File: src/rtl/spi_flash_pkg.sv
// Shared opcodes, phase lengths and FSM state encoding for the SPI flash read arbiter.
package spi_flash_pkg;

    localparam logic [7:0] SPI_CMD_READ      = 8'h03;
    localparam logic [7:0] SPI_CMD_FAST_READ = 8'h0B;

    localparam int CMD_BITS   = 8;
    localparam int ADDR_BITS  = 24;
    localparam int DUMMY_BITS = 8;
    localparam int DATA_BITS  = 8;

    // Shift word is left-aligned; the widest phase (address) sets its width.
    localparam int SHIFT_W  = 24;
    localparam int BITCNT_W = 5;

    typedef enum logic [2:0] {
        ST_IDLE,
        ST_CMD,
        ST_ADDR,
        ST_DUMMY,
        ST_DATA,
        ST_GAP
    } spi_state_e;

endpackage

File: src/rtl/spi_flash_shifter.sv
// Two-cycle-per-bit SPI mode-0 engine: phase L drives MOSI with SCLK low, phase H raises SCLK,
// MISO is captured on the clk edge that ends phase H.
module spi_flash_shifter
    import spi_flash_pkg::*;
(
    input  logic                clk,
    input  logic                reset,
    input  logic                load,
    input  logic [SHIFT_W-1:0]  load_word,
    input  logic [BITCNT_W-1:0] load_bits,
    input  logic                spi_miso,
    output logic                spi_sclk,
    output logic                spi_mosi,
    output logic                bit_done,
    output logic                last_bit,
    output logic [7:0]          rx_next
);

    logic                active_q, active_d;
    logic                phase_q, phase_d;
    logic                sclk_q, sclk_d;
    logic [SHIFT_W-1:0]  shift_q, shift_d;
    logic [BITCNT_W-1:0] cnt_q, cnt_d;
    logic [7:0]          rx_q, rx_d;

    always_comb begin
        active_d = active_q;
        phase_d  = phase_q;
        sclk_d   = sclk_q;
        shift_d  = shift_q;
        cnt_d    = cnt_q;
        rx_d     = rx_q;

        bit_done = active_q & phase_q;
        last_bit = (cnt_q == '0);
        rx_next  = {rx_q[6:0], spi_miso};

        // A load may land on the final phase H so consecutive words stream without a gap.
        if (load) begin
            active_d = 1'b1;
            phase_d  = 1'b0;
            sclk_d   = 1'b0;
            shift_d  = load_word;
            cnt_d    = load_bits - BITCNT_W'(1);
        end else if (active_q) begin
            phase_d = ~phase_q;
            sclk_d  = ~phase_q;
            if (phase_q) begin
                if (cnt_q == '0) begin
                    active_d = 1'b0;
                end else begin
                    shift_d = shift_q << 1;
                    cnt_d   = cnt_q - BITCNT_W'(1);
                end
            end
        end

        if (bit_done) begin
            rx_d = rx_next;
        end
    end

    always_ff @(posedge clk) begin
        if (reset) begin
            active_q <= 1'b0;
            phase_q  <= 1'b0;
            sclk_q   <= 1'b0;
            shift_q  <= '0;
        end else begin
            active_q <= active_d;
            phase_q  <= phase_d;
            sclk_q   <= sclk_d;
            shift_q  <= shift_d;
        end
        cnt_q <= cnt_d;
        rx_q  <= rx_d;
    end

    assign spi_sclk = sclk_q;
    assign spi_mosi = shift_q[SHIFT_W-1];

endmodule

File: src/rtl/spi_flash_arbiter.sv
// Round-robin arbiter sharing one SPI flash between two read requesters.
// Define SPI_FLASH_ARB_FAST_READ_EN to issue 0x0B with an 8-bit dummy phase instead of 0x03.
module spi_flash_arbiter
    import spi_flash_pkg::*;
#(
    parameter int LEN_W   = 6,
    parameter int GAP_CYC = 2
) (
    input  logic             clk,
    input  logic             reset,
    input  logic             req0_valid,
    output logic             req0_ready,
    input  logic [23:0]      req0_addr,
    input  logic [LEN_W-1:0] req0_len,
    input  logic             req1_valid,
    output logic             req1_ready,
    input  logic [23:0]      req1_addr,
    input  logic [LEN_W-1:0] req1_len,
    output logic [7:0]       rd_data,
    output logic             rd_valid,
    output logic             rd_id,
    output logic             rd_last,
    output logic             busy,
    output logic             spi_cs_n,
    output logic             spi_sclk,
    output logic             spi_mosi,
    output logic             spi_mosi_oe,
    input  logic             spi_miso
);

`ifdef SPI_FLASH_ARB_FAST_READ_EN
    localparam logic [7:0] CMD_OP    = SPI_CMD_FAST_READ;
    localparam bit         USE_DUMMY = 1'b1;
`else
    localparam logic [7:0] CMD_OP    = SPI_CMD_READ;
    localparam bit         USE_DUMMY = 1'b0;
`endif

    // The cycle spent in IDLE counts toward the /CS-high gap, so GAP holds GAP_CYC-1 cycles.
    localparam int               GAP_W    = 8;
    localparam logic [GAP_W-1:0] GAP_LOAD = GAP_W'((GAP_CYC > 1) ? GAP_CYC - 2 : 0);

    spi_state_e          state_q, state_d;
    logic                rr_q, rr_d;
    logic                id_q, id_d;
    logic [23:0]         addr_q, addr_d;
    logic [LEN_W-1:0]    len_q, len_d;
    logic [LEN_W-1:0]    byte_cnt_q, byte_cnt_d;
    logic [GAP_W-1:0]    gap_cnt_q, gap_cnt_d;
    logic                cs_n_q, cs_n_d;
    logic                oe_q, oe_d;
    logic                busy_q, busy_d;
    logic                rd_valid_q, rd_valid_d;
    logic                rd_last_q, rd_last_d;
    logic                rd_id_q, rd_id_d;
    logic [7:0]          rd_data_q, rd_data_d;

    logic                grant0, grant1, word_end;
    logic                sh_load, sh_bit_done, sh_last_bit;
    logic [SHIFT_W-1:0]  sh_word;
    logic [BITCNT_W-1:0] sh_bits;
    logic [7:0]          sh_rx;

    spi_flash_shifter u_shifter (
        .clk       (clk),
        .reset     (reset),
        .load      (sh_load),
        .load_word (sh_word),
        .load_bits (sh_bits),
        .spi_miso  (spi_miso),
        .spi_sclk  (spi_sclk),
        .spi_mosi  (spi_mosi),
        .bit_done  (sh_bit_done),
        .last_bit  (sh_last_bit),
        .rx_next   (sh_rx)
    );

    always_comb begin
        grant0     = req0_valid & (~rr_q | ~req1_valid);
        grant1     = req1_valid & (rr_q | ~req0_valid);
        req0_ready = (state_q == ST_IDLE) & grant0;
        req1_ready = (state_q == ST_IDLE) & grant1;
        word_end   = sh_bit_done & sh_last_bit;

        state_d    = state_q;
        rr_d       = rr_q;
        id_d       = id_q;
        addr_d     = addr_q;
        len_d      = len_q;
        byte_cnt_d = byte_cnt_q;
        gap_cnt_d  = gap_cnt_q;
        cs_n_d     = cs_n_q;
        oe_d       = oe_q;
        busy_d     = busy_q;
        rd_valid_d = 1'b0;
        rd_last_d  = 1'b0;
        rd_id_d    = rd_id_q;
        rd_data_d  = rd_data_q;
        sh_load    = 1'b0;
        sh_word    = '0;
        sh_bits    = BITCNT_W'(DATA_BITS);

        case (state_q)
            ST_IDLE: begin
                if (req0_ready | req1_ready) begin
                    id_d       = req1_ready;
                    addr_d     = req1_ready ? req1_addr : req0_addr;
                    len_d      = req1_ready ? req1_len : req0_len;
                    rr_d       = ~req1_ready;
                    byte_cnt_d = '0;
                    cs_n_d     = 1'b0;
                    oe_d       = 1'b1;
                    busy_d     = 1'b1;
                    state_d    = ST_CMD;
                    sh_load    = 1'b1;
                    sh_word    = {CMD_OP, 16'h0000};
                    sh_bits    = BITCNT_W'(CMD_BITS);
                end
            end
            ST_CMD: begin
                if (word_end) begin
                    state_d = ST_ADDR;
                    sh_load = 1'b1;
                    sh_word = addr_q;
                    sh_bits = BITCNT_W'(ADDR_BITS);
                end
            end
            ST_ADDR: begin
                if (word_end) begin
                    oe_d    = 1'b0;
                    sh_load = 1'b1;
                    sh_bits = BITCNT_W'(USE_DUMMY ? DUMMY_BITS : DATA_BITS);
                    state_d = USE_DUMMY ? ST_DUMMY : ST_DATA;
                end
            end
            ST_DUMMY: begin
                if (word_end) begin
                    state_d = ST_DATA;
                    sh_load = 1'b1;
                end
            end
            ST_DATA: begin
                if (word_end) begin
                    rd_valid_d = 1'b1;
                    rd_data_d  = sh_rx;
                    rd_id_d    = id_q;
                    rd_last_d  = (byte_cnt_q == len_q);
                    if (byte_cnt_q == len_q) begin
                        cs_n_d = 1'b1;
                        if (GAP_CYC > 1) begin
                            state_d   = ST_GAP;
                            gap_cnt_d = GAP_LOAD;
                        end else begin
                            state_d = ST_IDLE;
                            busy_d  = 1'b0;
                            oe_d    = 1'b1;
                        end
                    end else begin
                        byte_cnt_d = byte_cnt_q + LEN_W'(1);
                        sh_load    = 1'b1;
                    end
                end
            end
            ST_GAP: begin
                if (gap_cnt_q == '0) begin
                    state_d = ST_IDLE;
                    busy_d  = 1'b0;
                    oe_d    = 1'b1;
                end else begin
                    gap_cnt_d = gap_cnt_q - GAP_W'(1);
                end
            end
            default: state_d = ST_IDLE;
        endcase
    end

    always_ff @(posedge clk) begin
        if (reset) begin
            state_q    <= ST_IDLE;
            rr_q       <= 1'b0;
            cs_n_q     <= 1'b1;
            oe_q       <= 1'b1;
            busy_q     <= 1'b0;
            rd_valid_q <= 1'b0;
            rd_last_q  <= 1'b0;
            rd_id_q    <= 1'b0;
            rd_data_q  <= 8'h00;
        end else begin
            state_q    <= state_d;
            rr_q       <= rr_d;
            cs_n_q     <= cs_n_d;
            oe_q       <= oe_d;
            busy_q     <= busy_d;
            rd_valid_q <= rd_valid_d;
            rd_last_q  <= rd_last_d;
            rd_id_q    <= rd_id_d;
            rd_data_q  <= rd_data_d;
        end
        id_q       <= id_d;
        addr_q     <= addr_d;
        len_q      <= len_d;
        byte_cnt_q <= byte_cnt_d;
        gap_cnt_q  <= gap_cnt_d;
    end

    assign spi_cs_n    = cs_n_q;
    assign spi_mosi_oe = oe_q;
    assign busy        = busy_q;
    assign rd_valid    = rd_valid_q;
    assign rd_last     = rd_last_q;
    assign rd_id       = rd_id_q;
    assign rd_data     = rd_data_q;

endmodule
File: config.mk
export PLATFORM = sky130hd
export DESIGN_NAME = spi_flash_arbiter
export DESIGN_NICKNAME = d
export VERILOG_FILES = /design/src/rtl/spi_flash_pkg.sv /design/src/rtl/spi_flash_shifter.sv /design/src/rtl/spi_flash_arbiter.sv
export SDC_FILE = /design/constraint.sdc
export NUM_CORES = 1
export LEC_CHECK = 0
export CORE_ASPECT_RATIO = 1.25
export CORE_MARGIN = 1
export CORE_UTILIZATION = 31
export CTS_CLUSTER_SIZE = 20
export DETAILED_ROUTE_END_ITERATION = 16
export DONT_BUFFER_PORTS = 1
export MAX_ROUTING_LAYER = met4
export SLEW_MARGIN = 5
export SYNTH_ARGS = -nofsm -noshare
export SYNTH_HDL_FRONTEND = slang
export SYNTH_SLANG_ARGS = --single-unit
File: constraint.sdc
create_clock -name clk -period 7.5 [get_ports clk]
set_input_delay 1.125 -clock clk [delete_from_list [all_inputs] [get_ports clk]]
set_output_delay 1.125 -clock clk [all_outputs]
set_load 0.02 [all_outputs]
==> metrics, run 1 <==
initial antenna violation count 0; First-pass DRT Iterations 4; fin crit share 44.1%; Max-Cap Viols 0; PortBufs 0; Reg power frac 51.1%; Req. time, crit path 7.57 ns; Place WS 4.17 ns; vias 3,170; Final Hold Vio Count 0; max incr delay on CP 1.01 ns; filler instances 1,449; vias per std cell 4.89; largest cells by area after synthesis edfxtp_1, dfxtp_1, nand2_1, a211oi_2, a21oi_1; post-DR wirelength/cell 14.1 um; CP bufs+invs 1; minimum clock period 3.30 ns; Iter 0 DRT Violations 106; post-synthesis cell count 476; first-pass GRT wire length 14,900 um; post-synth top area cell edfxtp_1; clk_skew 0.00734 ns; setup ws final 4.20 ns; Die Y 138 um; IR Drop Worst-Case VDD 132 uV; Synth Register Bits 101; total wire length 9120 um; most common cell in the netlist nand2_1; CP delay by family, top simple AND/OR/NAND/NOR gates; Pint 0.00117 W; largest net degree at the start of global routing 38; CTS H-tree depth 3; clk sinks 101; Cell variety after synth 43; outcome finished clean; Critical Path Source Type flop; switching share of total power 33.3%; CTS tree yes; Top FF cell, synth edfxtp_1; leakage 1.83 nW; IO Count 83; FFs w/ async S/R, synth 0%; Die X 111 um; Post-synth EDFFs 57; CP Max Fanout 27; row count 49; Pwr Density 351 nW/um^2; nets 534; die area 15,300 um^2; Critical Path Slowest Stage Cell a311o_1; Synth Warn # 0; Post-route DRC 0; Slew @ Worst Pin 1.10 ns; CTS Buf Count 9; CP cell instances xor2_1 > nor4_1 > a311o_1 > and3_4 > inv_1; gr usage total 12.8%; core area 14,400 um^2; Net Count, Synth 545; Synth top cells by count nand2_1, edfxtp_1, dfxtp_1, a21oi_1, nor2_1; worst-skew pair later-pin latency 0.35 ns; relative slew slack 26.7%; Worst setup EP type flop; Routability Congestion 0.791; crit path DAT 3.38 ns; clk root buf clkbuf_16; hold_ws 0.453 ns; Worst-path clk slew 0.07 ns; kind of critical path reg2reg; number of global-route vias before repair 3,086; setup violators final 0; Clock Power Share 25.0%; Max Fclk 303 MHz; Post-DRT Antenna Nets 0; Mapped Area 4580 um^2; post-synthesis sequential area ratio 56.6%; Logic pwr share 23.9%; Area Growth Syn to Fin 9.37%; post-DP HPWL 6440 um; setup tns final 0 ns; post-cts resize count 0; area of the multi-input gates 1760 um^2; Post-CTS Setup Inserts 0; share of layout cells above drive strength 1 9.79%; Net Sw Power 0.000585 W; Reg area 2590 um^2; hold crit path type reg2reg; # diodes 0; clock tree buffer depth 2; Slew Limit Fails 0; RSZ-0062 raised after global routing no; Hold Buf Count CTS 0; starting density of the core 31.8%; top cell type's share of synthesized area 37.4%; residual overflow from global routing 0; Mean Syn Cell Area 9.62 um^2
==> worst paths after layout <==
| path | end | slack (ns) | start | depth (start not counted) |
|---|---|---|---|---|
| worst min register to register | u_shifter.shift_q[2] | 0.45 | u_shifter.shift_q[2] | 2 |
| worst max-delay path | u_shifter.cnt_q[0] | 4.20 | byte_cnt_q[3] | 5 |
| worst min-delay path | u_shifter.shift_q[2] | 0.45 | u_shifter.shift_q[2] | 2 |
| worst max register to register | u_shifter.cnt_q[0] | 4.20 | byte_cnt_q[3] | 5 |
==> stage by stage <==
stage | cells | area (um^2) | util, % | power, W
after floorplan | 476 | 4580 | - | 0.00123
after global placement | 632 | 4730 | 32.8 | 0.00131
after detailed placement | 632 | 4730 | 32.8 | 0.00134
after CTS | 648 | 5010 | 34.8 | 0.00178
after global routing | 648 | 5010 | 34.8 | 0.00187
final | 648 | 5010 | 34.8 | 0.00176
==> power by group through the flow <==
stage               clock network, W  logic [W]  registers, W
detailed placement                 0   0.000426      0.000912
floorplan                          0   0.000358      0.000870
global placement                   0   0.000404      0.000904
global route                0.000472   0.000475      0.000920
finish                      0.000439   0.000419      0.000899
CTS                         0.000456   0.000429      0.000900
==> metal layers <==
layer	GRT usage (%)	share of wire [%]	vias to the layer above
met5	-	0	-
met4	6.89	2.1	0
met3	2.97	5.4	15
met2	21.1	49	86
met1	14.6	43	1465
li1	-	-	1604
==> tightest hold or removal path: stages (launching register included) <==
cell and delay (ns):
dfxtp_1 0.31, inv_1 0.04, a211oi_1 0.06
==> kinds of logic (layout without fill, tap and decap cells) <==
kind of cell	after synthesis	after routing	share of synthesized area [%]
DFF	101	101	56.6
adders and majority gates	4	4	1.09
buffers and inverters	57	51	5.05
muxes	3	3	0.710
xor gates and xnor gates	20	20	3.82
AOI/OAI and AO/OA	103	103	15.4
and+or+nand+nor	188	188	17.3
==> sequential cells by signal, indices dropped and copies added, names as in the netlist, 3 cells and up <==
| signal | flops |
|---|---|
| byte_cnt_q | 6 |
| rd_data | 8 |
| u_shifter.shift_q | 24 |
| len_q | 6 |
| u_shifter.rx_q | 7 |
| addr_q | 24 |
| u_shifter.cnt_q | 5 |
| state_q | 3 |
| gap_cnt_q | 8 |
==> cell usage in the layout (no fill, tap or decap), types with 2 or more instances in the layout <==
master	instances
inv_1	29
nor3_1	5
and3_1	2
clkinv_4	3
inv_6	2
nor2_1	30
clkbuf_16	9
a31oi_1	3
a211oi_2	19
nand3_1	7
a211oi_1	2
nand3b_1	2
buf_4	6
nor4_1	3
xnor2_1	7
dfxtp_1	44
a221oi_1	2
nand2b_1	2
o21bai_1	2
nand2_1	125
or4_1	2
or3_1	2
edfxtp_1	57
nand4_1	2
o21ai_0	25
xor2_1	13
mux2_2	2
a21oi_1	42
ha_1	4
==> final cells by class <==
type	count	area share, %
Multi-Input combinational cell	318	35.1
Sequential cell	101	51.7
Clock buffer	10	4.57
Clock inverter	6	1.10
Tap cell	178	4.45
Timing Repair Buffer	6	0.899
Inverter	29	2.17
Note: power is estimated with default switching activity, not from simulation.
==> run 2: changes to the inputs <==
Settings changed: ABC_AREA from default to 1.
Clock period 7.5 ns to 2.7 ns, I/O delays scaled along.
==> metrics, run 2 <==
Cell variety after synth 33; Net Count, Synth 689; fin crit share 81.4%; Reg area 2590 um^2; starting density of the core 31.6%; post-synthesis sequential area ratio 52.9%; share of layout cells above drive strength 1 6.96%; Tot Pwr 0.00569 W; Req. time, crit path 2.68 ns; Iter 0 DRT Violations 182; switching share of total power 36.4%; Hold Buf Count CTS 0; Critical path origin u_shifter.cnt_q[3]; Post-route DRC 0; largest cells by area after synthesis edfxtp_1, nand2_1, dfxtp_1, nor2_1, inv_1; worst-skew pair later-pin latency 0.35 ns; post-DP HPWL 6830 um; row count 51; Post-synth EDFFs 57; PortBufs 0; Post-CTS Setup Inserts 0; largest net degree at the start of global routing 35; number of global-route vias before repair 3,320; CP Max Fanout 8; most frequent cells in the layout nand2_1, nor2_1, inv_1; outcome finished clean; FFs w/ async S/R, synth 0%; nets 682; total wire length 9750 um; Logic pwr share 31.5%; CP endpoint gap_cnt_q[2]; R2R Setup Slk 0.50 ns; Mean Syn Cell Area 7.90 um^2; Routability Congestion 0.754; # diodes 0; first-pass GRT wire length 16,200 um; post-synthesis cell count 620; post-synth top area cell edfxtp_1; clock tree buffer depth 2; IR Drop Worst-Case VDD 367 uV; residual overflow from global routing 0; clk sinks 101; most common cell in the netlist nand2_1; gr usage total 13.2%; Synth Warn # 0; CTS Buf Count 9; CTS H-tree depth 3; Pint 0.00362 W; IO Count 83; top flop regs addr_q x24, u_shifter.shift_q x24; R2R cell count 7; First-pass DRT Iterations 4; relative slew slack 42.4%; Critical Path Source Type flop; Slew Limit Fails 0; die area 16,300 um^2; Mapped Area 4900 um^2; clk_skew 0.00656 ns; most common cell after layout, fill and taps aside nand2_1; setup violators final 0; Slew @ Worst Pin 0.863 ns; Synth Register Bits 101; filler instances 1,632; clk root buf clkbuf_16; Die X 114 um; crit path DAT 2.18 ns; core area 15,500 um^2; Max-Cap Viols 0; Clock Power Share 22.9%; Worst setup EP type flop; Worst-path clk slew 0.07 ns; Max Fclk 455 MHz; Final Hold Vio Count 0; Pwr Density 1060 nW/um^2; top cell type's share of synthesized area 35.0%; RSZ-0062 raised after global routing no; Die Y 143 um; initial antenna violation count 0; Top FF cell, synth edfxtp_1; post-cts resize count 0; kind of critical path reg2reg; post-DR wirelength/cell 11.7 um; minimum clock period 2.20 ns; setup tns final 0 ns; Reg2Reg Capture Point gap_cnt_q[2]; Area Growth Syn to Fin 9.79%; Synth top cells by count nand2_1, nor2_1, inv_1, edfxtp_1, dfxtp_1; vias per std cell 4.40; hold crit path type in2reg; leakage 2.35 nW; Post-DRT Antenna Nets 0; area of the multi-input gates 1910 um^2; vias 3,654; Net Sw Power 0.00207 W; reg2reg start u_shifter.cnt_q[3]; Reg power frac 45.5%; CTS tree yes
## run 2: cell count changes after synthesis, moves of 6 or more
cell      previous run  this run
nand3_1              7        16
nand2_1            125       237
a211oi_2            19         0
inv_1               29        62
o21ai_0             25        11
a21oi_1             42        28
xnor2_1              7         1
buf_4                0         6
clkbuf_1            24        13
nor2_1              30        74
xor2_1              13         0
nand4_1              2        24
## run 2: layout make-up
type,count,share of cell area (%)
Sequential cell,101,48.2
Clock buffer,12,4.58
Tap cell,212,4.93
Inverter,68,4.75
Clock inverter,4,0.908
Multi-Input combinational cell,425,35.5
Timing Repair Buffer,8,1.12
## run 2: power groups by stage
stage	registers, W	clock network [W]	logic, W
after floorplan	0.00254	0	0.00154
after global placement	0.00262	0	0.00180
after detailed placement	0.00263	0	0.00182
after CTS	0.00260	0.00135	0.00183
after global routing	0.00266	0.00140	0.00212
final	0.00259	0.00130	0.00179
## run 2: how the worst min path moves through the flow
| stage | from | to | slack, ns | cells after the start |
|---|---|---|---|---|
| 6_report | reset | rd_data[2] | 0.12 | 1 |
| 2_1_floorplan | u_shifter.rx_q[0] | u_shifter.rx_q[1] | 0.43 | 0 |
| 3_3_place_gp | u_shifter.rx_q[0] | u_shifter.rx_q[1] | 0.44 | 0 |
| 4_1_cts | reset | rd_data[1] | 0.10 | 1 |
| 5_1_grt | reset | rd_data[3] | 0.1 | 1 |
| 3_5_place_dp | u_shifter.rx_q[4] | u_shifter.rx_q[5] | 0.44 | 0 |
## run 2: routing by layer
layer	vias to the layer above	wire, um	track usage [%]
met5	-	0	-
met3	12	358	2.68
met1	1609	4510	15.3
li1	1955	-	-
met4	0	176	5.60
met2	78	4700	22.0
## run 2: critical path, stage by stage (launching register included)
cell	delay [ns]
edfxtp_1	0.43
nor2_1	0.16
nand3_1	0.15
nor2_4	0.20
nor2_1	0.09
a21oi_2	0.20
inv_1	0.06
nor2_1	0.53
## run 2: cells by family after synthesis
group,Yosys count,synth area share [%]
simple gates,375,32.9
buf+inv,94,8.10
flops,101,52.9
xor+xnor,1,0.179
compound gates,45,4.83
fa+ha+maj,4,1.02
## run 2: metrics by stage
step	setup WS (ns)	cell area [um^2]	hold slack (ns)	cells	utilization (%)
3_5_place_dp	0.462	5080	0.441	814	32.8
3_3_place_gp	0.471	5080	0.438	814	32.8
5_1_grt	0.232	5380	0.0987	830	34.7
6_report	0.502	5380	0.118	830	34.7
2_1_floorplan	0.555	4900	0.427	620	-
4_1_cts	0.452	5380	0.104	830	34.7
